### src/rtl/xgmii_fault_rs.sv
// XGMII reconciliation-sublayer link-fault stage: RX fault-sequence detection and TX override.
// Build option XGMII_FAULT_CNT_EN enables the saturating fault-entry counters.
module xgmii_fault_rs #(
  parameter int C_SEQ_THRESH = 4,
  parameter int C_COL_WINDOW = 128
) (
  input  logic        clk156,
  input  logic        rst_n,
  input  logic [63:0] xgmii_rxd,
  input  logic [7:0]  xgmii_rxc,
  input  logic [63:0] mac_txd,
  input  logic [7:0]  mac_txc,
  input  logic        fault_inhibit,
  output logic [63:0] xgmii_txd,
  output logic [7:0]  xgmii_txc,
  output logic [1:0]  link_fault,
  output logic        link_up,
  output logic [15:0] local_fault_cnt,
  output logic [15:0] remote_fault_cnt
);

  localparam int CW = $clog2(C_COL_WINDOW);
  localparam logic [3:0]    SEQ_MAX  = 4'(C_SEQ_THRESH);
  localparam logic [CW-1:0] COL_LAST = CW'(C_COL_WINDOW - 1);
  localparam logic [1:0]    LF_OK    = 2'b00;
  localparam logic [1:0]    LF_LOCAL = 2'b01;
  localparam logic [1:0]    LF_REMOTE = 2'b10;
  localparam logic [63:0]   IDLE_D   = 64'h0707070707070707;
  localparam logic [7:0]    IDLE_C   = 8'hFF;
  localparam logic [63:0]   RFSEQ_D  = 64'h0200009C_0200009C;
  localparam logic [7:0]    RFSEQ_C  = 8'h11;

  typedef struct packed {
    logic [1:0]    fault;
    logic [1:0]    last;
    logic [3:0]    seq;
    logic [CW-1:0] col;
  } fault_st_t;

  // Advances the fault state machine by one 4-lane column.
  function automatic fault_st_t col_step(input fault_st_t s, input logic [31:0] d, input logic [3:0] c);
    fault_st_t  n;
    logic [1:0] t;
    n = s;
    t = LF_OK;
    if ((c == 4'b0001) && (d[7:0] == 8'h9C) && (d[23:8] == 16'h0000)) begin
      if (d[31:24] == 8'h01) begin
        t = LF_LOCAL;
      end else if (d[31:24] == 8'h02) begin
        t = LF_REMOTE;
      end else begin
        t = LF_OK;
      end
    end else begin
      t = LF_OK;
    end
    if (t != LF_OK) begin
      n.col = '0;
      if (t == s.last) begin
        n.seq = (s.seq < SEQ_MAX) ? (s.seq + 4'd1) : SEQ_MAX;
      end else begin
        n.last = t;
        n.seq  = 4'd1;
      end
      n.fault = (n.seq == SEQ_MAX) ? t : s.fault;
    end else if (s.col == COL_LAST) begin
      n.col   = '0;
      n.seq   = 4'd0;
      n.last  = LF_OK;
      n.fault = LF_OK;
    end else begin
      n.col = s.col + CW'(1);
    end
    return n;
  endfunction

  fault_st_t st_r;
  fault_st_t st_a_s;
  fault_st_t st_b_s;

  // Column A is resolved first and feeds column B within the same cycle.
  always_comb begin
    st_a_s = col_step(st_r, xgmii_rxd[31:0], xgmii_rxc[3:0]);
    st_b_s = col_step(st_a_s, xgmii_rxd[63:32], xgmii_rxc[7:4]);
  end

  // Fault state and link status registers.
  always_ff @(posedge clk156 or negedge rst_n) begin
    if (!rst_n) begin
      st_r    <= '0;
      link_up <= 1'b1;
    end else begin
      st_r    <= st_b_s;
      link_up <= (st_b_s.fault == LF_OK);
    end
  end

  assign link_fault = st_r.fault;

  // TX override follows the fault value held before this edge; 11 falls back to passthrough.
  always_ff @(posedge clk156 or negedge rst_n) begin
    if (!rst_n) begin
      xgmii_txd <= IDLE_D;
      xgmii_txc <= IDLE_C;
    end else if (fault_inhibit) begin
      xgmii_txd <= mac_txd;
      xgmii_txc <= mac_txc;
    end else begin
      case (st_r.fault)
        LF_LOCAL: begin
          xgmii_txd <= RFSEQ_D;
          xgmii_txc <= RFSEQ_C;
        end
        LF_REMOTE: begin
          xgmii_txd <= IDLE_D;
          xgmii_txc <= IDLE_C;
        end
        default: begin
          xgmii_txd <= mac_txd;
          xgmii_txc <= mac_txc;
        end
      endcase
    end
  end

`ifdef XGMII_FAULT_CNT_EN
  logic [15:0] lf_cnt_r;
  logic [15:0] rf_cnt_r;

  // Saturating counts of entries into each fault type.
  always_ff @(posedge clk156 or negedge rst_n) begin
    if (!rst_n) begin
      lf_cnt_r <= 16'h0000;
      rf_cnt_r <= 16'h0000;
    end else begin
      if ((st_b_s.fault == LF_LOCAL) && (st_r.fault != LF_LOCAL) && (lf_cnt_r != 16'hFFFF)) begin
        lf_cnt_r <= lf_cnt_r + 16'd1;
      end else begin
        lf_cnt_r <= lf_cnt_r;
      end
      if ((st_b_s.fault == LF_REMOTE) && (st_r.fault != LF_REMOTE) && (rf_cnt_r != 16'hFFFF)) begin
        rf_cnt_r <= rf_cnt_r + 16'd1;
      end else begin
        rf_cnt_r <= rf_cnt_r;
      end
    end
  end

  assign local_fault_cnt  = lf_cnt_r;
  assign remote_fault_cnt = rf_cnt_r;
`else
  assign local_fault_cnt  = 16'h0000;
  assign remote_fault_cnt = 16'h0000;
`endif

endmodule

### config.mk
export PLATFORM = sky130hd
export DESIGN_NAME = xgmii_fault_rs
export DESIGN_NICKNAME = d
export VERILOG_FILES = /design/src/rtl/xgmii_fault_rs.sv
export SDC_FILE = /design/constraint.sdc
export NUM_CORES = 1
export LEC_CHECK = 0
export ABC_CLOCK_PERIOD_IN_PS = 6500
export BUFFER_PORTS_ARGS = -buffer_cell sky130_fd_sc_hd__buf_4
export CAP_MARGIN = 20
export CORE_ASPECT_RATIO = 1.25
export CORE_MARGIN = 2
export CORE_UTILIZATION = 40
export CTS_CLUSTER_DIAMETER = 200
export DETAILED_ROUTE_END_ITERATION = 10
export PLACE_DENSITY = 0.74
export RECOVER_POWER = 25
export SLEW_MARGIN = 10
export SYNTH_ARGS = -nofsm -noshare
export SYNTH_HDL_FRONTEND = slang
export SYNTH_SLANG_ARGS = --single-unit
### constraint.sdc
create_clock -name clk156 -period 6.5 [get_ports clk156]
set_input_delay 0.325 -clock clk156 [delete_from_list [all_inputs] [get_ports clk156]]
set_output_delay 0.325 -clock clk156 [all_outputs]
set_load 0.01 [all_outputs]
==> results summary <==
The count of pins on the block boundary came out at ~250. The overall die height came out at between 100 and 150 µm. The netlist area before placement is roughly 4200 µm².

The site row count is 41. The worst-case setup slack after placement is around 2.7 ns. The pin count of the biggest net entering global routing came out at 85. After detailed routing, the average wire length per cell comes to about 16 µm. In the post-synthesis netlist, the cell with the most instances is sky130_fd_sc_hd__dfrtp_1. The final critical-path required period is ~3.5 ns. The initial antenna violation count is 0.

The overall via count from detail_route is 3502. The share of layout cells above drive strength 1 came out at around 43%. Traced cell by cell, the critical path runs through buf_4 -> nor4_2 -> nand2_2 -> a2111oi_2 -> nor2_1 -> a32o_1 -> ha_1 -> or2b_1 -> o21ai_0 -> o21a_1 -> o21ai_1 -> a22o_1. The synthesized design contains 0 enable-type register cells. The number of buffers created by CTS is 9. The number of buffers on the longest clock path came out at 2. The startpoint-to-endpoint class of the critical path is in2reg. The share of synthesized registers carrying an async set or reset is 100.0%.

The number of synthesized register bits came out at about 90. The core region is slightly above 10000 µm². The detailed-route vias per instance came out at approximately 4.8. The setup total negative slack is 0 ns.

CTS saw between 80 and 90 sinks. The TritonCTS clock tree is done. The worst-case IR drop observed on VDD is between 0.00015 and 0.0002 V.

The layout overhead on the synthesized area is 45.21%. At the worst endpoint, the arrival time is 3.75 ns. The instance count of the mapped netlist came out at approximately 370. The number of hold-slack violations in the final timing report is 0. The proportion of synthesized chip area in sequential cells came out at 53.68%. The global-route wire length before repair is roughly 17000 µm. The number of design rule violations left after detail routing is 0. The routability congestion estimate from global placement is just over 0.8. In the final design database the tool counted 744 nets.

Derived from the worst setup path, the maximum achievable clock frequency is ~280 MHz. The mean instance size in the synthesized netlist is ~11 µm². After synthesis, the largest area contributor takes up between 30% and 40% of total cell area. The clock latency on the worst-skew pair is ~0.33 ns. The antenna cell count is 0.

In this run the worst hold path is classified as in2reg. The commonest cells after synthesis are sky130_fd_sc_hd__dfrtp_1 (55), sky130_fd_sc_hd__and2_1 (40), sky130_fd_sc_hd__buf_4 (35). The clock input transition at the sequential cells of the worst setup and hold paths came out at 0.06 ns.

The remaining global-route overflow is 0. In this run the horizontal extent of the chip is between 90 and 100 µm. Yosys attributes the largest share of cell area to sky130_fd_sc_hd__dfrtp_1 (33%), sky130_fd_sc_hd__dfstp_2 (21%), sky130_fd_sc_hd__buf_4 (6.3%).

The kind of end point of the critical path is a flop. On the worst path, the slowest cell contributes a delay of 1.02 ns. The dominant cell type by area after synthesis is sky130_fd_sc_hd__dfrtp_1. The violation count after the first detailed-route iteration came out at 93. The overall global routing resource usage came out at 19.49%. Among all stages on the critical path, the largest delay is contributed by sky130_fd_sc_hd__a2111oi_2. The root buffer selected by CTS is sky130_fd_sc_hd__clkbuf_16. The via count of the first global-routing pass came out at ~3500. The count of maximum capacitance violations came out at 0. The worst-path maximum fanout is 11. The detail route stage leaves a number of antenna-violating nets equal to 0. The measured slew at the worst slew-check pin came out at 1.130 ns.

The most used flip-flop cell after synthesis is sky130_fd_sc_hd__dfrtp_1. The final cycle utilization of the critical path came out at between 50 and 60%. The number of pins exceeding their max-slew limit in the final report came to 0. The deepest level of the CTS H-tree came out at 3. The Yosys step of the flow raised 0 warnings.

The first detailed-routing pass ran for 4 iterations. Post-CTS repair changed the size of 0 cells. Setup repair after global routing left no endpoint under its margin.

The flow ran to the end, and the final reports show no timing, DRC or antenna violations. Synthesis instantiated 56 different standard cells from the library. The initial core utilization came out at just over 40%.

Across the routed clock network, the largest skew measured is ~0.0054 ns. The leakage power total came out at 0.002989 µW. The post-detailed-routing wire length is 11340 µm. The final count of negative-setup-slack endpoints came out at 0. In this run the power density over the cells is 220.4 nW/µm². The HPWL after detailed placement came out at between 8000 and 9000 µm. The area of the die came out at between 10000 and 15000 µm². The number of I/O port buffers came out at between 200 and 250. The number of fillers in the final layout came out at ~870.

Measured against its own limit, the worst slew margin works out to between 20 and 25%. The required time reported for the critical path endpoint came out at a little under 7 ns. The setup slack after layout is 2.973 ns.

STA classifies the critical path startpoint as an input pin.
==> what timing repair did <==
action	4_1_cts	5_1_grt
buffers inserted	0	0
endpoints found under the hold margin	4	0
hold buffers	1	0
==> cell usage in the layout (no fill, tap or decap), types with 3 or more instances in the layout <==
cell type                   Yosys  final
sky130_fd_sc_hd__buf_4         35    181
sky130_fd_sc_hd__nand2b_1       8      8
sky130_fd_sc_hd__conb_1         1     32
sky130_fd_sc_hd__bufinv_16      0      3
sky130_fd_sc_hd__a21o_1        32     32
sky130_fd_sc_hd__dfstp_2       33     33
sky130_fd_sc_hd__nand2_1       17     17
sky130_fd_sc_hd__nand3_1        6      6
sky130_fd_sc_hd__ha_1           6      6
sky130_fd_sc_hd__clkbuf_1      12     41
sky130_fd_sc_hd__and2_1        40     40
sky130_fd_sc_hd__xor2_1         4      4
sky130_fd_sc_hd__dfrtp_1       55     55
sky130_fd_sc_hd__or2b_2         4      4
sky130_fd_sc_hd__a22o_1         3      3
sky130_fd_sc_hd__nor2_1        19     19
sky130_fd_sc_hd__inv_6          0      3
sky130_fd_sc_hd__xnor2_1        3      3
sky130_fd_sc_hd__nor4bb_1       4      4
sky130_fd_sc_hd__and3_1         3      3
sky130_fd_sc_hd__nor4_1         7      7
sky130_fd_sc_hd__a21oi_1        3      3
sky130_fd_sc_hd__nor3_1         7      7
sky130_fd_sc_hd__nor4b_1        4      4
sky130_fd_sc_hd__inv_1          5      5
sky130_fd_sc_hd__clkbuf_16      0      9
sky130_fd_sc_hd__or3_1          3      3
sky130_fd_sc_hd__nor4_2         4      4
sky130_fd_sc_hd__o21ai_0       11     11
==> critical path, delay by kind of cell <==
kind / cells / cell delay, ns
AO/OA/AOI/OAI: 6 / 1.97
AND/OR/NAND/NOR: 4 / 1.03
buffers and inverters: 1 / 0.11
adder cells (fa/ha/maj): 1 / 0.30
==> logic make-up after synthesis <==
logic type / share of synthesized area, %
AND/OR/NAND/NOR: 23.65
flip-flops: 53.68
AO/OA/AOI/OAI: 11.26
buffers and inverters: 7.814
XOR/XNOR: 1.467
adder cells (fa/ha/maj): 1.796
other: 0.08973
multiplexers: 0.2395
==> worst paths after layout <==
| path | startpoint | end | slack [ns] | depth (start not counted) |
|---|---|---|---|---|
| worst max register to register | st_r[0] | link_fault[1] | 3.38 | 12 |
| worst max-delay path | xgmii_rxd[27] | link_fault[1] | 2.97 | 12 |
| min in group asynchronous | rst_n | xgmii_txd[63] | 0.36 | 2 |
| worst min-delay path | mac_txd[2] | xgmii_txd[2] | 0.19 | 2 |
| max in group asynchronous | rst_n | xgmii_txd[33] | 4.69 | 4 |
| worst min register to register | st_r[3] | st_r[3] | 0.54 | 1 |
==> metrics by stage <==
step           total power, µW  area, µm²  hold WS [ns]  utilization [%]  cells
6_report                  1338       6068        0.1879            59.74    725
5_1_grt                   1390       6068        0.1829            59.74    725
4_1_cts                   1361       6175        0.1781            60.79    723
3_5_place_dp             760.1       5816        0.1257            57.26    706
3_3_place_gp             756.6       5816        0.1237            57.26    706
2_1_floorplan            653.0       4295       0.02941                -    402
==> sequential cells by signal (all words and copies together), names as in the netlist <==
signal	cells
xgmii_txc	8
link_fault	2
link_up	1
st_r	13
xgmii_txd	64
==> where the power goes <==
| part | switching, µW | internal (µW) |
|---|---|---|
| clock | 216 | 380 |
| sequential | 7.29 | 578 |
| combinational | 65.7 | 90.8 |
==> metal layers <==
layer	up-vias	share of wire, %	global-route usage, %
met2	179	51	33.71
met4	0	1.3	5.893
met3	14	10	5.417
met5	-	0	0
met1	1655	38	23.21
li1	1654	-	-
==> cell type report <==
class,count,area [µm²],area share (%)
Timing Repair Buffer,225,1570,25.88
Sequential cell,88,2243,36.97
Clock inverter,7,123.9,2.041
Tap cell,129,161.4,2.660
Inverter,5,18.77,0.3093
Multi-Input combinational cell,262,1725,28.43
Clock buffer,9,225.2,3.711
Power figures use the tool's default switching activity.
